**src/rtl/inst_enc_pkg.sv**
```systemverilog
// Shared types for the RV64I instruction encoder: format codes, major opcodes, request struct.
// Also holds the immediate sign-extension range helper used by the packer.
package inst_enc_pkg;

  localparam logic [2:0] FMT_R = 3'd0;
  localparam logic [2:0] FMT_I = 3'd1;
  localparam logic [2:0] FMT_S = 3'd2;
  localparam logic [2:0] FMT_B = 3'd3;
  localparam logic [2:0] FMT_U = 3'd4;
  localparam logic [2:0] FMT_J = 3'd5;

  // Major opcode groups, inst[6:2]; inst[1:0] is always 2'b11 for 32-bit encodings.
  typedef enum logic [4:0] {
    OPC_LOAD    = 5'b00000,
    OPC_MISC    = 5'b00011,
    OPC_OP_IMM  = 5'b00100,
    OPC_AUIPC   = 5'b00101,
    OPC_OP_IMM32 = 5'b00110,
    OPC_STORE   = 5'b01000,
    OPC_OP      = 5'b01100,
    OPC_LUI     = 5'b01101,
    OPC_OP32    = 5'b01110,
    OPC_BRANCH  = 5'b11000,
    OPC_JALR    = 5'b11001,
    OPC_JAL     = 5'b11011,
    OPC_SYSTEM  = 5'b11100
  } opc5_e;

  typedef struct packed {
    logic [2:0]  fmt;
    logic [6:0]  opcode;
    logic [4:0]  rd;
    logic [4:0]  rs1;
    logic [4:0]  rs2;
    logic [2:0]  funct3;
    logic [6:0]  funct7;
    logic [63:0] imm;
  } enc_req_t;

  // True when imm[63:lsb] are all equal, i.e. the value survives truncation to lsb+1 signed bits.
  function automatic logic upper_sext(input logic [63:0] imm, input int unsigned lsb);
    logic [63:0] mask;
    mask = {64{1'b1}} << lsb;
    return ((imm & mask) == 64'd0) || ((imm & mask) == mask);
  endfunction

endpackage

```
**src/rtl/inst_encoder_if.sv**
```systemverilog
// Request/response bundle between the loader and the encoder: request handshake,
// address-load side channel and the output handshake towards instruction memory.
interface inst_encoder_if #(
  parameter int ADDR_W = 64
);
  logic              in_valid;
  logic              in_ready;
  logic [2:0]        in_fmt;
  logic [6:0]        in_opcode;
  logic [4:0]        in_rd;
  logic [4:0]        in_rs1;
  logic [4:0]        in_rs2;
  logic [2:0]        in_funct3;
  logic [6:0]        in_funct7;
  logic [63:0]       in_imm;
  logic              addr_load;
  logic [ADDR_W-1:0] addr_base;
  logic              out_valid;
  logic              out_ready;
  logic [31:0]       out_inst;
  logic [ADDR_W-1:0] out_addr;
  logic              out_err;

  modport master (
    output in_valid, in_fmt, in_opcode, in_rd, in_rs1, in_rs2, in_funct3, in_funct7, in_imm,
    output addr_load, addr_base, out_ready,
    input  in_ready, out_valid, out_inst, out_addr, out_err
  );

  modport slave (
    input  in_valid, in_fmt, in_opcode, in_rd, in_rs1, in_rs2, in_funct3, in_funct7, in_imm,
    input  addr_load, addr_base, out_ready,
    output in_ready, out_valid, out_inst, out_addr, out_err
  );
endinterface

```
**src/rtl/inst_encoder_pack.sv**
```systemverilog
// Combinational field packer and immediate range check; zero latency, no handshake.
// An out-of-range immediate still packs its truncated bits; an illegal format packs zero.
module inst_pack
  import inst_enc_pkg::*;
(
  input  enc_req_t    req_i,
  output logic [31:0] inst_o,
  output logic        err_o
);

  logic [63:0] imm;
  assign imm = req_i.imm;

  always_comb begin
    inst_o = '0;
    err_o  = 1'b0;
    case (req_i.fmt)
      FMT_R: inst_o = {req_i.funct7, req_i.rs2, req_i.rs1, req_i.funct3, req_i.rd, req_i.opcode};
      FMT_I: begin
        inst_o = {imm[11:0], req_i.rs1, req_i.funct3, req_i.rd, req_i.opcode};
        err_o  = !upper_sext(imm, 11);
      end
      FMT_S: begin
        inst_o = {imm[11:5], req_i.rs2, req_i.rs1, req_i.funct3, imm[4:0], req_i.opcode};
        err_o  = !upper_sext(imm, 11);
      end
      FMT_B: begin
        inst_o = {imm[12], imm[10:5], req_i.rs2, req_i.rs1, req_i.funct3,
                  imm[4:1], imm[11], req_i.opcode};
        err_o  = !upper_sext(imm, 12) || imm[0];
      end
      FMT_U: begin
        inst_o = {imm[31:12], req_i.rd, req_i.opcode};
        err_o  = (imm[11:0] != 12'd0) || !upper_sext(imm, 31);
      end
      FMT_J: begin
        inst_o = {imm[20], imm[10:1], imm[11], imm[19:12], req_i.rd, req_i.opcode};
        err_o  = !upper_sext(imm, 20) || imm[0];
      end
      default: begin
        inst_o = '0;
        err_o  = 1'b1;
      end
    endcase
  end

endmodule

```
**src/rtl/inst_encoder.sv**
```systemverilog
// Streaming instruction encoder: packs requests and tags them with a running address; 1-cycle latency.
// Output register plus skid entry; in_ready is registered and drops only when the skid is occupied.
module inst_encoder
  import inst_enc_pkg::*;
#(
  parameter int                ADDR_W   = 64,
  parameter logic [ADDR_W-1:0] RST_ADDR = '0
) (
  input logic          clk,
  input logic          rst_n,
  inst_encoder_if.slave bus
);

  enc_req_t          req;
  logic [31:0]       pk_inst;
  logic              pk_err;

  logic              accept, drain;
  logic [ADDR_W-1:0] tag;

  logic              in_rdy_q, in_rdy_d;
  logic [ADDR_W-1:0] cnt_q, cnt_d;
  logic              out_vld_q, out_vld_d;
  logic [31:0]       out_inst_q, out_inst_d;
  logic [ADDR_W-1:0] out_addr_q, out_addr_d;
  logic              out_err_q, out_err_d;
  logic              skid_vld_q, skid_vld_d;
  logic [31:0]       skid_inst_q, skid_inst_d;
  logic [ADDR_W-1:0] skid_addr_q, skid_addr_d;
  logic              skid_err_q, skid_err_d;

  assign req = '{fmt: bus.in_fmt, opcode: bus.in_opcode, rd: bus.in_rd, rs1: bus.in_rs1,
                 rs2: bus.in_rs2, funct3: bus.in_funct3, funct7: bus.in_funct7, imm: bus.in_imm};

  inst_pack u_pack (
    .req_i  (req),
    .inst_o (pk_inst),
    .err_o  (pk_err)
  );

  always_comb begin
    accept = bus.in_valid && in_rdy_q;
    drain  = out_vld_q && bus.out_ready;
    tag    = bus.addr_load ? bus.addr_base : cnt_q;

    cnt_d = cnt_q;
    if (accept) begin
      cnt_d = tag + ADDR_W'(4);
    end else if (bus.addr_load) begin
      cnt_d = bus.addr_base;
    end

    out_vld_d   = out_vld_q;
    out_inst_d  = out_inst_q;
    out_addr_d  = out_addr_q;
    out_err_d   = out_err_q;
    skid_vld_d  = skid_vld_q;
    skid_inst_d = skid_inst_q;
    skid_addr_d = skid_addr_q;
    skid_err_d  = skid_err_q;

    // in_ready is low whenever the skid is full, so a skid refill and an accept never coincide.
    if (!out_vld_q || drain) begin
      if (skid_vld_q) begin
        out_vld_d  = 1'b1;
        out_inst_d = skid_inst_q;
        out_addr_d = skid_addr_q;
        out_err_d  = skid_err_q;
        skid_vld_d = 1'b0;
      end else if (accept) begin
        out_vld_d  = 1'b1;
        out_inst_d = pk_inst;
        out_addr_d = tag;
        out_err_d  = pk_err;
      end else begin
        out_vld_d  = 1'b0;
      end
    end else if (accept) begin
      skid_vld_d  = 1'b1;
      skid_inst_d = pk_inst;
      skid_addr_d = tag;
      skid_err_d  = pk_err;
    end

    in_rdy_d = !skid_vld_d;
  end

  always_ff @(posedge clk) begin
    if (!rst_n) begin
      in_rdy_q    <= 1'b0;
      cnt_q       <= RST_ADDR;
      out_vld_q   <= 1'b0;
      out_inst_q  <= '0;
      out_addr_q  <= '0;
      out_err_q   <= 1'b0;
      skid_vld_q  <= 1'b0;
      skid_inst_q <= '0;
      skid_addr_q <= '0;
      skid_err_q  <= 1'b0;
    end else begin
      in_rdy_q    <= in_rdy_d;
      cnt_q       <= cnt_d;
      out_vld_q   <= out_vld_d;
      out_inst_q  <= out_inst_d;
      out_addr_q  <= out_addr_d;
      out_err_q   <= out_err_d;
      skid_vld_q  <= skid_vld_d;
      skid_inst_q <= skid_inst_d;
      skid_addr_q <= skid_addr_d;
      skid_err_q  <= skid_err_d;
    end
  end

  assign bus.in_ready  = in_rdy_q;
  assign bus.out_valid = out_vld_q;
  assign bus.out_inst  = out_inst_q;
  assign bus.out_addr  = out_addr_q;
  assign bus.out_err   = out_err_q;

endmodule

```
**src/flat_wrapper.sv**
```systemverilog
// flat-port wrapper written by rule: the top's interface ports become plain ports
module inst_encoder_flat import inst_enc_pkg::*;
#(
  parameter int                ADDR_W   = 64,
  parameter logic [ADDR_W-1:0] RST_ADDR = '0
)
  (clk, rst_n, bus_in_valid, bus_in_fmt, bus_in_opcode, bus_in_rd, bus_in_rs1, bus_in_rs2, bus_in_funct3, bus_in_funct7, bus_in_imm, bus_addr_load, bus_addr_base, bus_out_ready, bus_in_ready, bus_out_valid, bus_out_inst, bus_out_addr, bus_out_err);
  inst_encoder_if #(.ADDR_W(ADDR_W)) bus_i ();
  input logic clk;
  input logic rst_n;
  input wire logic [$bits(bus_i.in_valid)-1:0] bus_in_valid;
  input wire logic [$bits(bus_i.in_fmt)-1:0] bus_in_fmt;
  input wire logic [$bits(bus_i.in_opcode)-1:0] bus_in_opcode;
  input wire logic [$bits(bus_i.in_rd)-1:0] bus_in_rd;
  input wire logic [$bits(bus_i.in_rs1)-1:0] bus_in_rs1;
  input wire logic [$bits(bus_i.in_rs2)-1:0] bus_in_rs2;
  input wire logic [$bits(bus_i.in_funct3)-1:0] bus_in_funct3;
  input wire logic [$bits(bus_i.in_funct7)-1:0] bus_in_funct7;
  input wire logic [$bits(bus_i.in_imm)-1:0] bus_in_imm;
  input wire logic [$bits(bus_i.addr_load)-1:0] bus_addr_load;
  input wire logic [$bits(bus_i.addr_base)-1:0] bus_addr_base;
  input wire logic [$bits(bus_i.out_ready)-1:0] bus_out_ready;
  output wire logic [$bits(bus_i.in_ready)-1:0] bus_in_ready;
  output wire logic [$bits(bus_i.out_valid)-1:0] bus_out_valid;
  output wire logic [$bits(bus_i.out_inst)-1:0] bus_out_inst;
  output wire logic [$bits(bus_i.out_addr)-1:0] bus_out_addr;
  output wire logic [$bits(bus_i.out_err)-1:0] bus_out_err;
  assign bus_i.in_valid = bus_in_valid;
  assign bus_i.in_fmt = bus_in_fmt;
  assign bus_i.in_opcode = bus_in_opcode;
  assign bus_i.in_rd = bus_in_rd;
  assign bus_i.in_rs1 = bus_in_rs1;
  assign bus_i.in_rs2 = bus_in_rs2;
  assign bus_i.in_funct3 = bus_in_funct3;
  assign bus_i.in_funct7 = bus_in_funct7;
  assign bus_i.in_imm = bus_in_imm;
  assign bus_i.addr_load = bus_addr_load;
  assign bus_i.addr_base = bus_addr_base;
  assign bus_i.out_ready = bus_out_ready;
  assign bus_in_ready = bus_i.in_ready;
  assign bus_out_valid = bus_i.out_valid;
  assign bus_out_inst = bus_i.out_inst;
  assign bus_out_addr = bus_i.out_addr;
  assign bus_out_err = bus_i.out_err;
  inst_encoder #(.ADDR_W(ADDR_W), .RST_ADDR(RST_ADDR)) u_core (.clk(clk), .rst_n(rst_n), .bus(bus_i));
endmodule
```
**config.mk**
```make
export PLATFORM = sky130hd
export DESIGN_NAME = inst_encoder_flat
export DESIGN_NICKNAME = d
export VERILOG_FILES = /design/src/rtl/inst_enc_pkg.sv /design/src/rtl/inst_encoder_if.sv /design/src/rtl/inst_encoder_pack.sv /design/src/rtl/inst_encoder.sv /design/src/flat_wrapper.sv
export SDC_FILE = /design/constraint.sdc
export NUM_CORES = 1
export LEC_CHECK = 0
export ABC_AREA = 1
export CORE_MARGIN = 2
export CORE_UTILIZATION = 46
export DETAILED_ROUTE_END_ITERATION = 8
export GPL_TIMING_DRIVEN = 0
export PLACE_DENSITY = 0.8
export SLEW_MARGIN = 20
export SYNTH_ARGS = -nofsm -noshare
export SYNTH_HDL_FRONTEND = slang
export SYNTH_HIERARCHICAL = 1
export SYNTH_SLANG_ARGS = --single-unit
export TNS_END_PERCENT = 10
```
**constraint.sdc**
```tcl
create_clock -name clk -period 2.9 [get_ports clk]
set_input_delay 0.435 -clock clk [delete_from_list [all_inputs] [get_ports clk]]
set_output_delay 0.435 -clock clk [all_outputs]
set_load 0.01 [all_outputs]
```
Word-level counts from Yosys, hierarchy flattened
Cells that the tools add are included.
- bits in latches: 0
- bits in read-only memories: 0
- flip-flop bits (word level): 261
- memory bits (writable): 0
- memories: 0
- reductions and logical operators: 26
- muxes and demuxes: 14
- $mul: 0
- $add $sub $neg: 1
- shift operators: 0
- bitwise logic cells: 1
- div/mod/pow operators: 0
- order comparisons: 0
- eq/ne operators: 9
- operators with widths (operator ; number):
    64-bit zero test ; 4
    64-bit 2-to-1 mux ; 4
    32-bit case mux with 6 select lines ; 1
    64-bit by 3-bit adder with 64-bit output (second input constant) ; 1
    32-bit 2-to-1 mux ; 2
    53-bit equality test (second input constant) ; 1
    52-bit equality test (second input constant) ; 1
    44-bit equality test (second input constant) ; 1
    33-bit equality test (second input constant) ; 1
    12-bit nonzero test ; 1
    1-bit logical OR ; 8
    3-bit by 2-bit equality test with 1-bit output (second input constant) ; 2
    3-bit equality test (second input constant) ; 2
    1-bit zero test ; 6
    1-bit 2-to-1 mux ; 6
    1-bit case mux with 5 select lines ; 1
    2-bit AND reduction ; 2
    3-bit by 1-bit equality test with 1-bit output (second input constant) ; 1
    3-bit zero test ; 1
    1-bit logical AND ; 2
    2-bit nonzero test ; 1
    2-bit OR reduction ; 1
    1-bit inverter ; 1

Longest topological paths before layout
Gate-level depths: netlist (run 1).
- depth in word-level cells: 7
- mapped depth: 17

Cells and area by module
Netlist (run 1), hierarchy kept.
- modules (own cells, without submodules) (module ; cells each ; area an instance (um^2) ; instances):
    inst_encoder ; 1876 ; 12535.8 ; 1
    inst_pack ; 330 ; 1398.8 ; 1

Worst setup path after synthesis (run 1)
OpenSTA, ideal clock, no wires.
- path type: input -> register
- start: input port bus_addr_load
- end: register u_core.cnt_q[50]
- data arrival time: 2.016 ns
- path slack: 0.771 ns
- required time: 2.787 ns
- library setup time: 0.113 ns
- cell stages on the path: 16
- buffers on the path: 2
- cell sequence: buf_6 -> buf_12 -> nand2_1 -> nand2_2 -> ha_1 -> inv_1 -> nor2_1 -> nand3_1 -> inv_1 -> nand2_1 -> inv_1 -> nand2_1 -> nor2_2 -> nand2_1 -> nor2_1 -> nor2_1
- word-level cells in the longest chain between the ends: 3
- RTL lines (element ; line ; text):
    start, declared ; flat_wrapper.sv:20 ; input wire logic [$bits(bus_i.addr_load)-1:0] bus_addr_load;
    64-bit 2-to-1 mux ; n/a ;
    via u_core.tag[2] ; inst_encoder.sv:19 ; logic [ADDR_W-1:0] tag;
    64-bit by 3-bit adder with 64-bit output ; inst_encoder.sv:48 ; cnt_d = tag + ADDR_W'(4);
    64-bit 2-to-1 mux ; inst_encoder.sv:47 ; if (accept) begin
    end signal, assigned ; inst_encoder.sv:102 ; cnt_q <= cnt_d;
    end, declared ; inst_encoder.sv:22 ; logic [ADDR_W-1:0] cnt_q, cnt_d;
The timed path passes the listed nets, and every way through them passes these cells.
A chain may end at the register's enable or synchronous reset.

Worst setup path after layout (run 1)
- start: register u_core.skid_vld_q
- end: register u_core.out_inst_q[4] (netlist: u_core/bus.out_inst[4])
- word-level cells in the longest chain between the ends: 2
- elaborated cells on any way between the ends: 3
- RTL lines (element ; line ; text):
    start, declared ; inst_encoder.sv:27 ; logic skid_vld_q, skid_vld_d;
    start signal, assigned ; inst_encoder.sv:107 ; skid_vld_q <= skid_vld_d;
    2-bit nonzero test (no source line) ; n/a ;
    2-bit AND reduction (no source line) ; n/a ;
    end signal, assigned ; inst_encoder.sv:104 ; out_inst_q <= out_inst_d;
    end, declared ; inst_encoder.sv:24 ; logic [31:0] out_inst_q, out_inst_d;
Parallel ways exist; a longest one is shown, timed or not.

==> summary.txt, run 1 <==
Combinational share of power: 0.172
Clk Tree Root Cell: clkbuf_16
DRC violations left: 0
Remaining Overflow, GRT: 0
Peak VDD IR: 429 uV
Ports: 267
Status: finished clean
Synth Area in Adders: 0.000898
Net Sw Frac: 0.275
Leading area contributor after synthesis: dfxtp_1
Initial drt markers: 1574
Max Slew Vio Count: 0
CTS max path bufs: 3
Placed cell count: 2862
Worst Setup Start Kind: flip-flop
Die area: 31700 um2
Wire per inst: 18.2 um
IO Port Bufs: 266
Clock transition at the registers of the reported paths: 0.06 ns
Nets: 2671
GP Congestion: 0.966
Simple-Gate Fraction of Synth Area: 0.353
Crit end category: flip-flop
Int Pwr: 6710 uW
WS Path Type: reg2reg
Final antenna-violating net count: 0
Synth Area in XOR/XNOR: 0
Clock Latency Late Sink: 0.55 ns
Worst slew pin tran: 1.05 ns
WL final: 53000 um
Die width: 178 um
Setup Skew: 0.0199 ns
Mux contribution to synthesized area: 0
Largest cells by area after synthesis: dfxtp_1 37%, nand2_1 17%, nor2_1 10%
LEAKAGE: 0.00748 uW
Effective utilization at floorplan: 0.469
Drt pass-1 iters: 5
Yosys reg bits: 261
Post-synthesis compound-gate area fraction: 0.185
Vias in the first global route: 15.1k
CTS tree: done
Post-DP HPWL: 41400 um
Syn Nets: 2375
Fin crit share: 0.975
Max frequency: 0.354 GHz
Synth Instances: 2206
Vias: 15.8k
Initial antenna violation count: 3
Area Overhead vs Synth: 29.7%
Core area: 29700 um2
Total of max-cap violations: 0
Clock share of power: 0.411
Post-cts hold buffer count: 0
Mapped Area: 13900 um2
Syn avg cell area: 6.32 um2
# Post-CTS Setup Buffers: 0
Fillers: 2806
Final Setup Violations: 0
First-pass GRT wire length: 82000 um
Total track usage: 0.331
Total power draw: 9250 uW
Tmin final: 2.83 ns
RSZ-0062 raised after global routing: no
Endpoints failing hold: 0
Largest family of logic cells by synthesized area: simple AND/OR/NAND/NOR gates
Post-synthesis sequential area ratio: 0.375
Vias/cell: 5.43
Sink Count: 261
Largest net degree at the start of global routing: 14
Sw power: 2540 uW
Share of cells above drive strength 1: 0.0682
Synthesis warning total: 6
H-Tree Depth: 1
Worst EP required: 3.30 ns
Synth cell types: 39
Max FO, Critical Path: 10
Register share of total power: 0.417
Num CTS Buffers: 28
P per Cell Area: 512 nW/um2
Worst EP arrival: 3.22 ns
Yosys top cell area share: 0.375
Worst hold path type: reg2reg
Die height: 178 um
Non-Filler Instances: 2914
Relative slew slack: 0.300
Rows: 63
## repair_timing
item | 4_1_cts | 5_1_grt
hold endpoints to repair | 0 | 0
setup endpoints to repair | 2 | 35
resized for setup | 1 | 3
## critical path, stage by stage (launching register included)
cell and delay [ns]:
dfxtp_1 0.31, buf_2 0.24, inv_2 0.23, nand2_1 0.17, nand2_1 0.25, clkinvlp_4 0.40, clkbuf_1 0.45, clkbuf_1 0.45
a31oi_1 0.16
## flip-flops by register name, indices dropped and copies added (netlist names)
signal	flops
u_core/bus.out_valid	1
u_core/skid_addr_q	64
u_core/skid_vld_q	1
u_core/bus.out_addr	64
u_core/bus.out_err	1
u_core/skid_err_q	1
u_core/bus.out_inst	32
u_core/bus.in_ready	1
u_core/skid_inst_q	32
u_core/cnt_q	64
## cell families after synthesis
kind of cell	after synthesis
AOI/OAI and AO/OA	461
buffers and inverters	290
adders and majority gates	1
and+or+nand+nor	1193
DFF	261
## synth_stat cells, drive strengths merged
library cell  number
a221oi             1
clkbuf            75
nand3b             2
o31ai              1
buf               34
ha                 1
a311oi             1
nand2            671
and2               3
o21a               2
a211oi            52
nor2             415
o21ai            183
nand4             19
inv              179
o211ai             6
or2                4
clkinv             2
dfxtp            261
nand3             61
a21oi            171
a31oi             38
o2111ai            1
o221ai             5
nor3              18
## power by group through the flow
stage / combinational, uW / sequential (uW) / clock [uW]
2_1_floorplan: 745 / 3960 / 0
3_5_place_dp: 1550 / 3930 / 0
5_1_grt: 1730 / 3870 / 3960
6_report: 1590 / 3860 / 3800
3_3_place_gp: 1540 / 3930 / 0
4_1_cts: 1570 / 3860 / 3820
## final timing paths
check	start	endpoint	slack, ns	depth (start not counted)
worst max register to register	u_core/skid_vld_q	u_core/bus.out_inst[4]	0.07	8
worst min-delay path	u_core/skid_addr_q[33]	u_core/skid_addr_q[33]	0.47	2
worst max-delay path	u_core/skid_vld_q	u_core/bus.out_inst[4]	0.07	8
worst min register to register	u_core/skid_addr_q[33]	u_core/skid_addr_q[33]	0.47	2
## placed cells by master (no fill, tap or decap), types with 6 or more instances in the layout
master           instances
a211oi_1                52
a21oi_1                171
a31oi_1                 38
buf_1                    6
buf_2                   15
buf_6                    8
clkbuf_1                79
clkbuf_16               29
clkbuf_8                 7
clkdlybuf4s50_1        266
dfxtp_1                261
inv_1                  166
inv_2                   13
nand2_1                641
nand2_2                 25
nand3_1                 56
nand4_1                 19
nor2_1                 381
nor2_2                  24
nor2_4                  10
nor3_1                  17
o211ai_1                 6
o21ai_0                165
o21ai_1                  9
o21ai_2                  9
## metrics by stage
stage                     TNS (ns)  worst slack [ns]  hold WS (ns)   util  area, um2
after floorplan                  0             0.771         0.441      -      13900
after global placement      -23.57            -0.399         0.448  0.575      17100
after detailed placement    -32.71            -0.465         0.456  0.575      17100
after CTS                        0            0.0366         0.466  0.608      18100
after global routing             0            0.0137         0.481  0.608      18100
final                            0            0.0716         0.469  0.608      18100
## layer usage
| metal | track usage | share of wire | vias to the layer above |
|---|---|---|---|
| li1 | - | - | 7717 |
| met1 | 0.430 | 0.42 | 7265 |
| met2 | 0.561 | 0.46 | 738 |
| met3 | 0.0516 | 0.085 | 106 |
| met4 | 0.109 | 0.031 | 4 |
| met5 | 0 | 0.00062 | - |
## final cells by class
class / count / area, um2 / share of cell area
inverter: 181 / 683 / 0.0378
tap: 390 / 488 / 0.0270
buffer: 109 / 533 / 0.0295
clock buffer: 41 / 841 / 0.0465
sequential: 261 / 5230 / 0.289
timing repair buffer: 266 / 2660 / 0.147
antenna: 1 / 2.50 / 0.000138
multi-input combinational: 1655 / 7510 / 0.415
clock inverter: 10 / 138 / 0.00761
Note: power is estimated with default switching activity, not from simulation.
==> inputs of run 2 (changes only) <==
--- a/config.mk
+++ b/config.mk
@@ -6,6 +6,7 @@
 export NUM_CORES = 1
 export LEC_CHECK = 0
 export ABC_AREA = 1
+export CORE_ASPECT_RATIO = 0.7
 export CORE_MARGIN = 2
 export CORE_UTILIZATION = 46
 export DETAILED_ROUTE_END_ITERATION = 8
==> run 2 against run 1 <==
Clock-buffer cell count is 3 lower. Register-to-register slack better by 0.06 ns. Sequential share of layout area hardly changed. Final cell count is 0.62% higher. Maximum frequency is 0.47% higher. Design area hardly changed. Critical path depth is 6 higher. Global-route usage is 1.7 points higher. First-iteration DRC count is 27% higher. Total power is 0.10% lower. Via count is 2.2% higher. Non-clock buffer count stayed put.
==> summary.txt, run 2 (synthesis gave the netlist of run 1 again) <==
RSZ-0062 raised after global routing: yes (was no)
WS Path Type: in2reg (was reg2reg)
Vias in the first global route: 14.6k (was 15.1k)
Total track usage: 0.347 (was 0.331)
Placed cell count: 2884 (was 2862)
Worst slew pin tran: 1.07 ns (was 1.05 ns)
Worst Setup Start Kind: input port (was flip-flop)
P per Cell Area: 511 nW/um2 (was 512 nW/um2)
Reg-to-reg slack, setup: 0.13 ns (was 0.07 ns)
Status: finished clean (unchanged)
Sink Count: 261 (unchanged)
Setup Skew: 0.0141 ns (was 0.0199 ns)
Num CTS Buffers: 27 (was 28)
Max Slew Vio Count: 0 (unchanged)
Ports: 267 (unchanged)
Max FO, Critical Path: 10 (unchanged)
CTS max path bufs: 3 (unchanged)
Worst hold path type: reg2reg (unchanged)
Vias: 16.2k (was 15.8k)
CTS tree: done (unchanged)
Final antenna-violating net count: 0 (unchanged)
Endpoints failing hold: 0 (unchanged)
Clock transition at the registers of the reported paths: 0.06 ns (about the same)
Die area: 31700 um2 (about the same)
Largest net degree at the start of global routing: 15 (was 14)
Drt pass-1 iters: 5 (unchanged)
Met1 WL: 26100 um (was 22300 um)
Die height: 150 um (was 178 um)
Total of max-cap violations: 0 (unchanged)
Critical path cell sequence: clkdlybuf4s50_1 > inv_2 > buf_2 > nand2_1 > nand2_1 > nor2_2 > nand2_1 > nor2_1 > nand2_1 > nor2_2 > nand2_1 > nand2_1 > inv_1 > nor2_1 (was buf_2 > inv_2 > nand2_1 > nand2_1 > clkinvlp_4 > clkbuf_1 > clkbuf_1 > a31oi_1)
Nets: 2670 (was 2671)
H-Tree Depth: 1 (unchanged)
Max frequency: 0.355 GHz (was 0.354 GHz)
Core area: 29900 um2 (was 29700 um2)
LEAKAGE: 0.00747 uW (was 0.00748 uW)
First-pass GRT wire length: 84500 um (was 82000 um)
Crit end category: flip-flop (unchanged)
Crit path max-delay cell type: clkdlybuf4s50_1 (was clkbuf_1)
Worst EP arrival: 3.32 ns (was 3.22 ns)
Remaining Overflow, GRT: 0 (unchanged)
Wire per inst: 19.2 um (was 18.2 um)
Commonest non-fill, non-tap cell in the layout: nand2_1 (unchanged)
Final Setup Violations: 0 (unchanged)
Slowest Stage Delay on Critical Path: 0.52 ns (was 0.45 ns)
Tmin final: 2.82 ns (was 2.83 ns)
Non-Filler Instances: 2932 (was 2914)
Crit path top cell by count: nand2_1
IO Port Bufs: 266 (unchanged)
Peak VDD IR: 447 uV (was 429 uV)
Initial antenna violation count: 1 (was 3)
Clock Latency Late Sink: 0.58 ns (was 0.55 ns)
Post-cts hold buffer count: 0 (unchanged)
Post-DP HPWL: 43400 um (was 41400 um)
Die width: 212 um (was 178 um)
DRC violations left: 0 (unchanged)
Initial drt markers: 2002 (was 1574)
Rows: 53 (was 63)
Met3 wire length: 5790 um (was 4510 um)
Clk Tree Root Cell: clkbuf_16 (unchanged)
# Post-CTS Setup Buffers: 0 (unchanged)
Relative slew slack: 0.285 (was 0.300)
Area Overhead vs Synth: 29.7% (about the same)
WL final: 56200 um (was 53000 um)
Worst EP required: 3.41 ns (was 3.30 ns)
Vias/cell: 5.52 (was 5.43)
GP Congestion: 0.988 (was 0.966)
Max layer used: met4 (was met5)
Share of cells above drive strength 1: 0.0671 (was 0.0682)
Worst hold margin: 0.466 ns (was 0.469 ns)
Met2 WL post-DR: 23000 um (was 24600 um)
Fin crit share: 0.971 (was 0.975)
Effective utilization at floorplan: 0.466 (was 0.469)
Most frequent cells in the layout: 640 x nand2_1, 381 x nor2_1, 266 x clkdlybuf4s50_1 (was 641 x nand2_1, 381 x nor2_1, 266 x clkdlybuf4s50_1)
[run 2: cell type report]
class                   count  area, um2
clock inverters             9        166
plain buffers             109        536
fillers                  2889      11800
diodes                      1       2.50
repair buffers            266       2660
clock buffers              38        767
flip-flops and latches    261       5230
inverters                 181        682
multi-input cells        1655       7520
well taps                 412        515
[run 2: metal layers]
layer,vias to the layer above,GRT usage
li1,7696,-
met1,7474,0.533
met2,917,0.508
met3,85,0.0478
met4,0,0.0810
met5,-,0
[run 2: where the power goes]
part / internal [uW] / total (uW) / leakage (uW) / switching (uW)
Combinational: 664 / 1640 / 0.00487 / 972
Sequential: 3770 / 3850 / 0.00214 / 81.3
Clock: 2200 / 3750 / 0.000460 / 1550
[run 2: worst paths after layout]
check                         startpoint                       to  cells after the start
setup reg to reg       u_core/skid_vld_q  u_core/bus.out_inst[28]                      8
hold reg to reg   u_core/skid_addr_q[62]   u_core/skid_addr_q[62]                      2
hold / removal    u_core/skid_addr_q[62]   u_core/skid_addr_q[62]                      2
setup / recovery           bus_addr_load         u_core/cnt_q[46]                     14
[run 2: stage by stage]
stage | TNS, ns | utilization | cell area [um2] | setup slack (ns) | total power, uW
after floorplan | 0 | - | 13900 | 0.771 | 4710
final | 0 | 0.604 | 18100 | 0.0849 | 9240
after global routing | -0.0131 | 0.604 | 18100 | -0.00667 | 9530
after CTS | 0 | 0.603 | 18000 | 0.000248 | 9210
after detailed placement | -47.15 | 0.572 | 17100 | -0.563 | 5510
after global placement | -43.00 | 0.572 | 17100 | -0.555 | 5480
[run 2: timing repair]
| item | CTS | global route |
|---|---|---|
| endpoints found under the setup margin | 35 | 49 |
| gates resized for setup | 1 | 12 |
| gates cloned | 0 | 0 |
[run 2: worst max-delay path: cells and delay by family]
kind / cells / cell delay [ns]
buffers and inverters: 4 / 0.92
AND/OR/NAND/NOR: 10 / 1.95
==> inputs of run 3 (changes only) <==
--- a/config.mk
+++ b/config.mk
@@ -6,6 +6,7 @@
 export NUM_CORES = 1
 export LEC_CHECK = 0
 export ABC_AREA = 1
+export ABC_CLOCK_PERIOD_IN_PS = 2900
 export CORE_ASPECT_RATIO = 0.7
 export CORE_MARGIN = 2
 export CORE_UTILIZATION = 46
==> results of run 3 <==
Same layout as run 2: the final DEF is identical, and so are final timing and power.
